[src/rtl/cpu2core_wait_timer.sv]
// ---------------------------------------------------------------------------
// cpu2core_wait_timer
//   16-bit stall counter for one Avalon-MM read. Counts cycles with enable
//   high; expired flags the cycle in which the limit-th stall is seen, so
//   the owner can abandon the read on that same edge.
//
//   Ports:
//     clock   in   sole clock, rising edge
//     reset   in   synchronous, active-high
//     clear   in   return count to zero (has priority over enable)
//     enable  in   current cycle is a stalled read cycle
//     limit   in   16  number of stall cycles tolerated
//     expired out  this stall cycle reaches the limit
// ---------------------------------------------------------------------------
module cpu2core_wait_timer (
  input  logic        clock,
  input  logic        reset,
  input  logic        clear,
  input  logic        enable,
  input  logic [15:0] limit,
  output logic        expired
);

  logic [15:0] count;
  logic [15:0] count_inc;

  assign count_inc = count + 16'd1;

  // count holds the stalls already seen; count_inc includes the current one.
  assign expired = enable && (count_inc >= limit);

  always_ff @(posedge clock) begin
    if (reset || clear) begin
      count <= 16'd0;
    end else if (enable && !expired) begin
      count <= count_inc;
    end
  end

endmodule

[config.mk]
export PLATFORM = sky130hd
export DESIGN_NAME = cpu2core_wait_timer
export DESIGN_NICKNAME = d
export VERILOG_FILES = /design/src/rtl/cpu2core_wait_timer.sv
export SDC_FILE = /design/constraint.sdc
export NUM_CORES = 1
export LEC_CHECK = 0
export CAP_MARGIN = 20
export CORE_MARGIN = 2
export CORE_UTILIZATION = 56
export CTS_BUF_LIST = sky130_fd_sc_hd__clkbuf_4
export DETAILED_ROUTE_END_ITERATION = 10
export GPL_TIMING_DRIVEN = 0
export PLACE_DENSITY = 0.88
export SLEW_MARGIN = 20
export SYNTH_ARGS = -nofsm -noshare
export SYNTH_HDL_FRONTEND = slang
export SYNTH_SLANG_ARGS = --single-unit
[constraint.sdc]
create_clock -name clock -period 4 [get_ports clock]
set_input_delay 0.8 -clock clock [delete_from_list [all_inputs] [get_ports clock]]
set_output_delay 0.8 -clock clock [all_outputs]
set_load 0.02 [all_outputs]
==> results of run 1 <==
==> placed cells by master (no fill, tap or decap), types with 3 or more instances in the layout <==
cell,synthesis,routed
inv_1,16,16
nor4_1,11,9
xnor2_1,10,7
buf_6,1,10
nor4b_1,4,4
dfxtp_1,16,6
buf_4,0,29
clkbuf_1,5,4
nor2_1,5,5
dfxtp_2,0,6
or3_1,13,13
xor2_1,4,4
dfxtp_4,0,4
nand2_1,27,24
clkbuf_4,0,4
nor4_4,0,3
clkdlybuf4s50_1,0,19
nand3_1,7,4
a21oi_1,7,7
mux2i_1,14,14
ha_1,17,15
==> area by class of cell <==
class,instances,area share
buffer,7,0.0168
clock buffer,3,0.0101
inverter,16,0.0270
sequential,16,0.154
clock inverter,1,0.00168
multi-input combinational,141,0.545
timing repair buffer,57,0.229
tap,30,0.0168
==> report_power, final <==
| part | switching, uW | total, uW | leakage, uW | internal (uW) |
|---|---|---|---|---|
| Sequential | 1.06 | 159 | 0.000135 | 158 |
| Combinational | 34.1 | 69.3 | 0.000815 | 35.2 |
| Clock | 61.8 | 98.3 | 0.0000154 | 36.5 |
| Total | 96.9 | 326 | 0.000966 | 229 |
==> what timing repair did <==
action                                  4_1_cts  5_1_grt
buffers inserted                             24       14
resized for setup                            26       28
endpoints found under the setup margin        1        2
pin swaps                                     7       14
hold buffers                                  0        0
endpoints found under the hold margin         0        0
==> per-stage QoR <==
| step | instances | total power, uW | hold slack (ns) | utilization |
|---|---|---|---|---|
| CTS | 258 | 310 | 0.508 | 0.807 |
| detailed placement | 230 | 220 | 0.496 | 0.688 |
| finish | 271 | 326 | 0.528 | 0.899 |
| global route | 271 | 340 | 0.543 | 0.899 |
| global placement | 230 | 217 | 0.466 | 0.688 |
| floorplan | 180 | 194 | 0.456 | - |
==> per-layer routing <==
layer	up-vias	wire, um	GRT usage
met1	832	2400	0.405
met5	-	0	0
met3	68	758	0.0672
met2	180	2940	0.575
li1	764	-	-
met4	0	530	0.252
==> logic make-up after synthesis <==
logic type / Yosys count / share of synthesized area
flops: 16 / 0.218
fa+ha+maj: 17 / 0.145
mux: 14 / 0.0956
simple gates: 79 / 0.294
xor+xnor: 14 / 0.0836
compound gates: 17 / 0.0990
buf+inv: 23 / 0.0640
==> worst max-delay path by stage <==
stage          slack, ns        end
3_3_place_gp       -0.80    expired
5_1_grt            -0.53    expired
3_5_place_dp       -0.89    expired
4_1_cts            0.008  count[14]
2_1_floorplan       0.14    expired
6_report           -0.43    expired
==> critical path: stages (launching register included) <==
cell	delay [ns]
dfxtp_4	0.39
buf_4	0.12
nand3_2	0.10
nor4_4	0.26
buf_4	0.18
nand3_1	0.18
xnor2_1	0.22
ha_1	0.38
nand4_1	0.16
or4_4	0.53
o31ai_4	0.25
buf_6	0.14
o31a_1	0.24
buf_6	0.16
==> impl_metrics.csv, run 1 <==
group,metric,value,unit
floorplan,die_w,55.2,um
worst_setup_path,cp_max_fo,4,
global_route,grt_pass1_wl,7380,um
sta,fmax,226,MHz
min_path,whs_path_depth,2,
floorplan,io_pins,21,
synth,synth_cell_type_count,32,
clock_tree,cts_made_buffers,3,
cells_and_area,design_area,2230,um2
synth,synthCells,180,
floorplan,die_y,55.2,um
synth,synth-edff-count,0,
route,detail-route-antenna-nets,0,
power,power_density,146,nW/um2
worst_setup_path,critPathCaptureType,"primary output",
route,post-route-drc-count,0,
flow_run,cap_viol_max_count,0,
route,firstDrtPassIters,6,
clock_tree,clock_latency,0.31,ns
min_path,whs_endpoint,"count[13]",
clock_tree,h-tree-depth,1,
floorplan,rows,18,
route,drtIter0Drc,191,
worst_setup_path,rr_endpoint,"count[14]",
sta,min_period,4.43,ns
worst_setup_path,reg2reg_depth,26,
min_path,hp-class,"register to register",
floorplan,start_util,0.592,
sta,rsz0062_at_grt,"yes",
cells_and_area,largest_reg_flops,16,
power,leakagePower,0.000966,uW
global_route,grt_max_degree,11,
worst_setup_path,critPathKind,"register to primary output",
cells_and_area,n_fill_cell,87,
run_status,violations,"negative setup slack",
clock_tree,cts_num_sinks,16,
clock_tree,cts_buffer_depth,2,
synth,yosysTopAreaCell,"dfxtp_1",
worst_setup_path,start_kind,"register",
sta,hold_viol,0,
placed_design,place_ws,-0.891,ns
synth,syn_nets,217,
cells_and_area,area_delta_synth_final,52.0,%
min_path,min_from,"count[13]",
cells_and_area,multi_input_area,1210,um2
cells_and_area,reg_top3,"count x16",
worst_setup_path,regToRegSetupSlack,-0.06,ns
run_status,status,"finished, violations left",
placed_design,hpwl,2660,um
clock_tree,clkTransAtPathRegs,0.11,ns
route,wirelength,6630,um
synth,synth.cells.most_frequent,"nand2_1 (27), ha_1 (17), dfxtp_1 (16), inv_1 (16), mux2i_1 (14)",
floorplan,die-area,3040,um2
global_route,grt_pass1_vias,1552,
sta,finClkSkew,0.00930,ns
sta,fin_tns_setup,-0.491,ns
synth,yosysWarnings,0,
route,vias,1844,
synth,netlist_area,1470,um2
floorplan,core,2480,um2
synth,synthTopCellsByArea,"dfxtp_1 (22%), ha_1 (15%), mux2i_1 (9.6%)",
synth,netlist.area_leader.share,0.218,
synth,synth_area_per_cell,8.15,um2
sta,relSlewSlack,0.573,
worst_setup_path,r2r-start,"count[1]",
synth,synthMostInstantiatedCell,"nand2_1",
clock_tree,cts_tree,"built",
cells_and_area,seqCellArea,343,um2
route,via_per_inst,6.80,
cells_and_area,n_antenna_cell,0,
sta,tightest_slew,0.635,ns
placed_design,dpl_cell_area,1700,um2
route,avgRoutedWirePerCell,24.4,um
sta,finalSetupViolCount,2,
global_route,grt.overflow.total,0,
worst_setup_path,startpoint,"count[1]",
synth,synth.ff_latch_count,16,
cells_and_area,nNetsFinal,279,
placed_design,port_buffers,20,
global_route,antenna_found_initial,0,
synth,ys.flop_type,"dfxtp_1",
synth,synthArstFlopShare,0,
placed_design,gp_congestion,0.894,
sta,drv_slew,0,
cells_and_area,drive_gt1_frac,0.307,
sta,post-route-period-util,1.11,
worst_setup_path,cp_data_required_time,3.20,ns
cells_and_area,regMostFlops,"count",
sta,setup_ws,-0.428,ns
power,ir_drop,0.198,mV
worst_setup_path,worstPathArrival,3.63,ns
synth,synth_seq_area_share,0.218,
global_route,grt_use_total,0.351,
clock_tree,clockRootBuffer,"clkbuf_4",
Note: power is estimated with default switching activity, not from simulation.
==> run 2, diff against run 1 <==
--- a/config.mk
+++ b/config.mk
@@ -9,6 +9,7 @@
 export CORE_MARGIN = 2
 export CORE_UTILIZATION = 56
 export CTS_BUF_LIST = sky130_fd_sc_hd__clkbuf_4
+export CTS_CLUSTER_SIZE = 8
 export DETAILED_ROUTE_END_ITERATION = 10
 export GPL_TIMING_DRIVEN = 0
 export PLACE_DENSITY = 0.88
==> constraint.sdc (replaced) <==
create_clock -name clock -period 4.6 [get_ports clock]
set_input_delay 0.92 -clock clock [delete_from_list [all_inputs] [get_ports clock]]
set_output_delay 0.92 -clock clock [all_outputs]
set_load 0.02 [all_outputs]
==> impl_metrics.csv, run 2 (synthesized netlist as in run 1, its figures left out) <==
group,metric,value,unit
run_status,status,"finished, final reports clean",
worst_setup_path,start_kind,"register",
clock_tree,cts_made_buffers,3,
power,power_density,152,nW/um2
worst_setup_path,critPathCaptureType,"primary output",
flow_run,cap_viol_max_count,0,
power,leakagePower,0.000738,uW
placed_design,gp_congestion,0.894,
clock_tree,clockRootBuffer,"clkbuf_4",
floorplan,io_pins,21,
route,met2_wirelength,1650,um
worst_setup_path,cpMaxStageDelayCell,"or4_4",
clock_tree,cts_num_sinks,16,
clock_tree,clock_latency,0.31,ns
placed_design,hpwl,2660,um
route,detail-route-antenna-nets,0,
global_route,grt.overflow.total,0,
min_path,hp-class,"register to register",
sta,drv_slew,0,
sta,fmax,226,MHz
sta,post-route-period-util,0.961,
worst_setup_path,crit_buf_inv,2,
placed_design,port_buffers,20,
worst_setup_path,path_delay_family,"simple AND/OR/NAND/NOR gates",
cells_and_area,final_common_cell,"nand2_1",
worst_setup_path,worstPathArrival,3.50,ns
cells_and_area,final_core_util,0.722,
cells_and_area,drive_gt1_frac,0.107,
route,wirelength,3520,um
route,via_per_inst,5.91,
cells_and_area,final_cell_mix,"nand2_1 (27), clkdlybuf4s50_1 (19), ha_1 (17)",
floorplan,die_y,55.2,um
sta,tightest_slew,0.482,ns
placed_design,place_ws,-0.411,ns
cells_and_area,largest_reg_flops,16,
global_route,grt_pass1_vias,1274,
floorplan,rows,18,
sta,relSlewSlack,0.679,
sta,min_period,4.42,ns
worst_setup_path,crit_chain,"ha_1, nand3_2, nor4_4, nand2_1, xnor2_1, ha_1, nand4_1, or4_4, o31ai_4, buf_6, o31a_1, clkbuf_2",
clock_tree,postCtsHoldBufs,0,
route,dr_wl_met3,185,um
worst_setup_path,max_stage_delay,0.60,ns
floorplan,die_w,55.2,um
floorplan,core,2480,um2
global_route,grt_pass1_wl,5460,um
cells_and_area,reg_top3,"count x16",
worst_setup_path,regToRegSetupSlack,1.24,ns
clock_tree,cts_tree,"built",
global_route,antenna_found_initial,0,
sta,finClkSkew,0.0104,ns
sta,rsz0062_at_grt,"no",
worst_setup_path,cp_max_fo,10,
worst_setup_path,crit_top_cell,"ha_1",
placed_design,dp.cells,230,
clock_tree,cts_buffer_depth,2,
clock_tree,h-tree-depth,1,
route,wl_met1,1610,um
floorplan,start_util,0.592,
floorplan,die-area,3040,um2
route,vias,1394,
cells_and_area,nNetsFinal,244,
route,firstDrtPassIters,4,
worst_setup_path,cp_data_required_time,3.68,ns
global_route,grt_use_total,0.252,
cells_and_area,area_delta_synth_final,22.0,%
cells_and_area,regMostFlops,"count",
cells_and_area,n_antenna_cell,0,
sta,finalSetupViolCount,0,
sta,hold_viol,0,
cells_and_area,layout.cells.non_filler,236,
worst_setup_path,critPathKind,"register to primary output",
clock_tree,clkTransAtPathRegs,0.11,ns
route,post-route-drc-count,0,
global_route,grt_max_degree,11,
route,top_layer,"met4",
route,avgRoutedWirePerCell,14.9,um
power,ir_drop,0.162,mV
sta,setup_ws,0.180,ns
route,drtIter0Drc,35,
==> run 2: cell count changes in the layout (fill, tap and decap cells not counted), sizes merged <==
cell | before | now
clkbuf | 8 | 9
buf | 40 | 4
==> run 2: per-layer routing <==
metal,vias up,GRT usage
met3,7,0.0242
met5,-,0
met4,0,0.138
li1,698,-
met1,648,0.313
met2,41,0.425
==> run 2: final cells by class <==
type	instances	area, um2
Buffer	7	33.8
Clock buffer	3	22.5
Clock inverter	1	3.75
Fill cell	171	688
Inverter	16	60.1
Multi-Input combinational cell	141	1100
Sequential cell	16	324
Tap cell	30	37.5
Timing Repair Buffer	22	210
==> run 2: where the power goes <==
| part | leakage (uW) | internal [uW] | switching (uW) |
|---|---|---|---|
| Clock | 0.0000154 | 31.7 | 50.7 |
| Combinational | 0.000592 | 27.5 | 21.6 |
| Sequential | 0.000130 | 139 | 0.929 |
| Total | 0.000738 | 198 | 73.2 |
==> run 2: path summary, 6_finish.rpt <==
path | startpoint | end | cells past startpoint
max reg2reg | count[7] | count[1] | 11
min | count[15] | count[15] | 2
min reg2reg | count[15] | count[15] | 2
max | count[1] | expired | 12
==> run 2: what timing repair did <==
| action | CTS | global route |
|---|---|---|
| endpoints found under the setup margin | 1 | 1 |
| buffers inserted | 2 | 0 |
| pin swaps | 2 | 2 |
| gates cloned | 0 | 0 |
| gates resized for setup | 7 | 6 |
==> run 2: worst register-to-register path, stage by stage (launching register included) <==
cell and delay (ns):
dfxtp_1 0.45, nand2_1 0.14, nor4_4 0.39, nand3_1 0.17, xnor2_1 0.24, ha_1 0.29
a21oi_1 0.13, a2bb2oi_1 0.37, o31ai_4 0.15, buf_4 0.20, or4b_2 0.63, a21oi_1 0.14
==> run 2: per-stage QoR <==
step | hold WS (ns) | total power [uW] | instance area, um2 | setup TNS (ns)
global placement | 0.466 | 189 | 1700 | -0.323
floorplan | 0.456 | 169 | 1470 | 0
finish | 0.507 | 271 | 1790 | 0
CTS | 0.511 | 271 | 1780 | 0
detailed placement | 0.496 | 191 | 1700 | -0.411
global route | 0.530 | 283 | 1790 | 0
==> run 3, diff against run 2 <==
--- a/config.mk
+++ b/config.mk
@@ -5,6 +5,7 @@
 export SDC_FILE = /design/constraint.sdc
 export NUM_CORES = 1
 export LEC_CHECK = 0
+export ABC_AREA = 0
 export CAP_MARGIN = 20
 export CORE_MARGIN = 2
 export CORE_UTILIZATION = 56
==> constraint.sdc (replaced) <==
create_clock -name clock -period 4.6 [get_ports clock]
set_input_delay 0.92 -clock clock [delete_from_list [all_inputs] [get_ports clock]]
set_output_delay 0.92 -clock clock [all_outputs]
set_load 0.005 [all_outputs]
==> impl_metrics.csv, run 3 (synthesized netlist as in run 1, its figures left out) <==
group,metric,value,unit
sta,post-route-period-util,0.921,
worst_setup_path,r2r-start,"count[0]",
clock_tree,cts_num_sinks,16,
floorplan,die_y,55.2,um
min_path,min_from,"count[15]",
worst_setup_path,max_stage_delay,0.40,ns
route,drtIter0Drc,53,
clock_tree,clock_latency,0.31,ns
worst_setup_path,crit_chain,"ha_4, nand3_4, nor4_4, nand2_2, xnor2_2, ha_1, nand4_1, buf_4, nor2_1, o2bb2ai_4, clkbuf_4, o31a_1, dlymetal6s2s_1",
global_route,grt_use_total,0.257,
global_route,grt_pass1_wl,5550,um
sta,tightest_slew,0.519,ns
placed_design,gp_congestion,0.894,
clock_tree,h-tree-depth,1,
worst_setup_path,cp_max_fo,10,
route,wirelength,4330,um
sta,setup_ws,0.366,ns
route,via_per_inst,6.24,
route,firstDrtPassIters,5,
placed_design,hpwl,2660,um
power,leakagePower,0.000823,uW
clock_tree,cts_buffer_depth,2,
power,p_switching,75.1,uW
clock_tree,clockRootBuffer,"clkbuf_4",
floorplan,core,2480,um2
power,share_seq_of_total_power,0.507,
sta,finClkSkew,0.00982,ns
flow_run,cap_viol_max_count,0,
cells_and_area,n_antenna_cell,0,
cells_and_area,final_cell_mix,"nand2_1 (23), clkdlybuf4s50_1 (19), inv_1 (16), ha_1 (16), mux2i_1 (14)",
worst_setup_path,regToRegSetupSlack,1.17,ns
sta,drv_slew,0,
min_path,hp-class,"register to register",
clock_tree,clkTransAtPathRegs,0.10,ns
route,dr_wl_met3,301,um
cells_and_area,reg_top3,"count x16",
clock_tree,cts_tree,"built",
placed_design,place_ws,-0.309,ns
power,clkPwrFrac,0.301,
route,wl_met1,1770,um
min_path,whs_path_depth,2,
cells_and_area,regMostFlops,"count",
power,power_density,142,nW/um2
sta,rsz0062_at_grt,"no",
route,met2_wirelength,2080,um
sta,fmax,236,MHz
clock_tree,cts_made_buffers,3,
min_path,whs_endpoint,"count[15]",
run_status,status,"finished, final reports clean",
floorplan,die-area,3040,um2
route,post-route-drc-count,0,
worst_setup_path,cp_data_required_time,3.68,ns
route,avgRoutedWirePerCell,17.9,um
cells_and_area,drive_gt1_frac,0.189,
floorplan,io_pins,21,
worst_setup_path,reg2reg_depth,13,
global_route,grt.overflow.total,0,
cells_and_area,n_fill_cell,142,
floorplan,rows,18,
route,detail-route-antenna-nets,0,
cells_and_area,final_common_cell,"nand2_1",
worst_setup_path,worstPathArrival,3.31,ns
route,top_layer,"met4",
sta,finalSetupViolCount,0,
route,vias,1510,
worst_setup_path,start_kind,"register",
worst_setup_path,critPathCaptureType,"primary output",
worst_setup_path,rr_endpoint,"count[1]",
global_route,antenna_found_initial,0,
floorplan,start_util,0.592,
placed_design,port_buffers,20,
global_route,grt_max_degree,11,
sta,fin_tns_setup,0,ns
cells_and_area,final_core_util,0.776,
power,ir_drop,0.160,mV
global_route,grt_pass1_vias,1285,
power,finalPower,273,uW
sta,min_period,4.23,ns
floorplan,die_w,55.2,um
worst_setup_path,cpMaxStageDelayCell,"dfxtp_4",
sta,relSlewSlack,0.654,
cells_and_area,largest_reg_flops,16,
sta,hold_viol,0,
power,pwr-share-comb,0.192,
worst_setup_path,critPathKind,"register to primary output",
power,p_int,198,uW
cells_and_area,area_delta_synth_final,31.1,%
power,p_sw_frac,0.275,
cells_and_area,nNetsFinal,250,
-- run 3: area by class of cell --
| class | count | area [um2] | area share |
|---|---|---|---|
| Clock inverter | 1 | 3.75 | 0.00195 |
| Sequential cell | 16 | 340 | 0.177 |
| Inverter | 16 | 60.1 | 0.0313 |
| Buffer | 7 | 37.5 | 0.0195 |
| Timing Repair Buffer | 28 | 263 | 0.137 |
| Clock buffer | 3 | 22.5 | 0.0117 |
| Tap cell | 30 | 37.5 | 0.0195 |
| Multi-Input combinational cell | 141 | 1160 | 0.602 |
-- run 3: worst max path at each step --
| stage | from | end | slack (ns) | cells past startpoint |
|---|---|---|---|---|
| global placement | count[0] | expired | -0.22 | 12 |
| global route | count[0] | expired | 0.22 | 12 |
| finish | count[0] | expired | 0.37 | 13 |
| detailed placement | count[0] | expired | -0.31 | 12 |
| CTS | count[0] | expired | 0.003 | 12 |
| floorplan | count[0] | expired | 0.73 | 11 |
-- run 3: per-layer routing --
layer | up-vias | track usage
met5 | - | 0
met2 | 78 | 0.429
li1 | 712 | -
met3 | 22 | 0.0349
met4 | 0 | 0.146
met1 | 698 | 0.314
-- run 3: metrics by stage --
step | cells | hold WS, ns | cell area [um2]
floorplan | 180 | 0.456 | 1470
global placement | 230 | 0.466 | 1700
detailed placement | 230 | 0.496 | 1700
CTS | 237 | 0.505 | 1800
global route | 242 | 0.530 | 1920
finish | 242 | 0.507 | 1920
-- run 3: timing repair --
action,CTS,global route
setup buffers,3,5
pin swaps,3,11
hold buffers,0,0
endpoints found under the setup margin,1,1
gates resized for setup,12,22
-- run 3: worst max-delay path, delay by kind of cell (launching register included) --
kind | cells | cell delay (ns)
xor gates and xnor gates | 1 | 0.16
and+or+nand+nor | 5 | 0.99
adders and majority gates | 2 | 0.47
AOI/OAI and AO/OA | 2 | 0.37
buffers and inverters | 3 | 0.60
DFF | 1 | 0.40
-- run 3: power groups by stage --
stage	registers, uW	clock network [uW]	logic (uW)
after floorplan	143	0	25.9
after global placement	143	0	46.1
after detailed placement	143	0	48.4
after CTS	140	82.2	48.8
after global routing	138	90.5	57.3
final	138	82.1	52.4
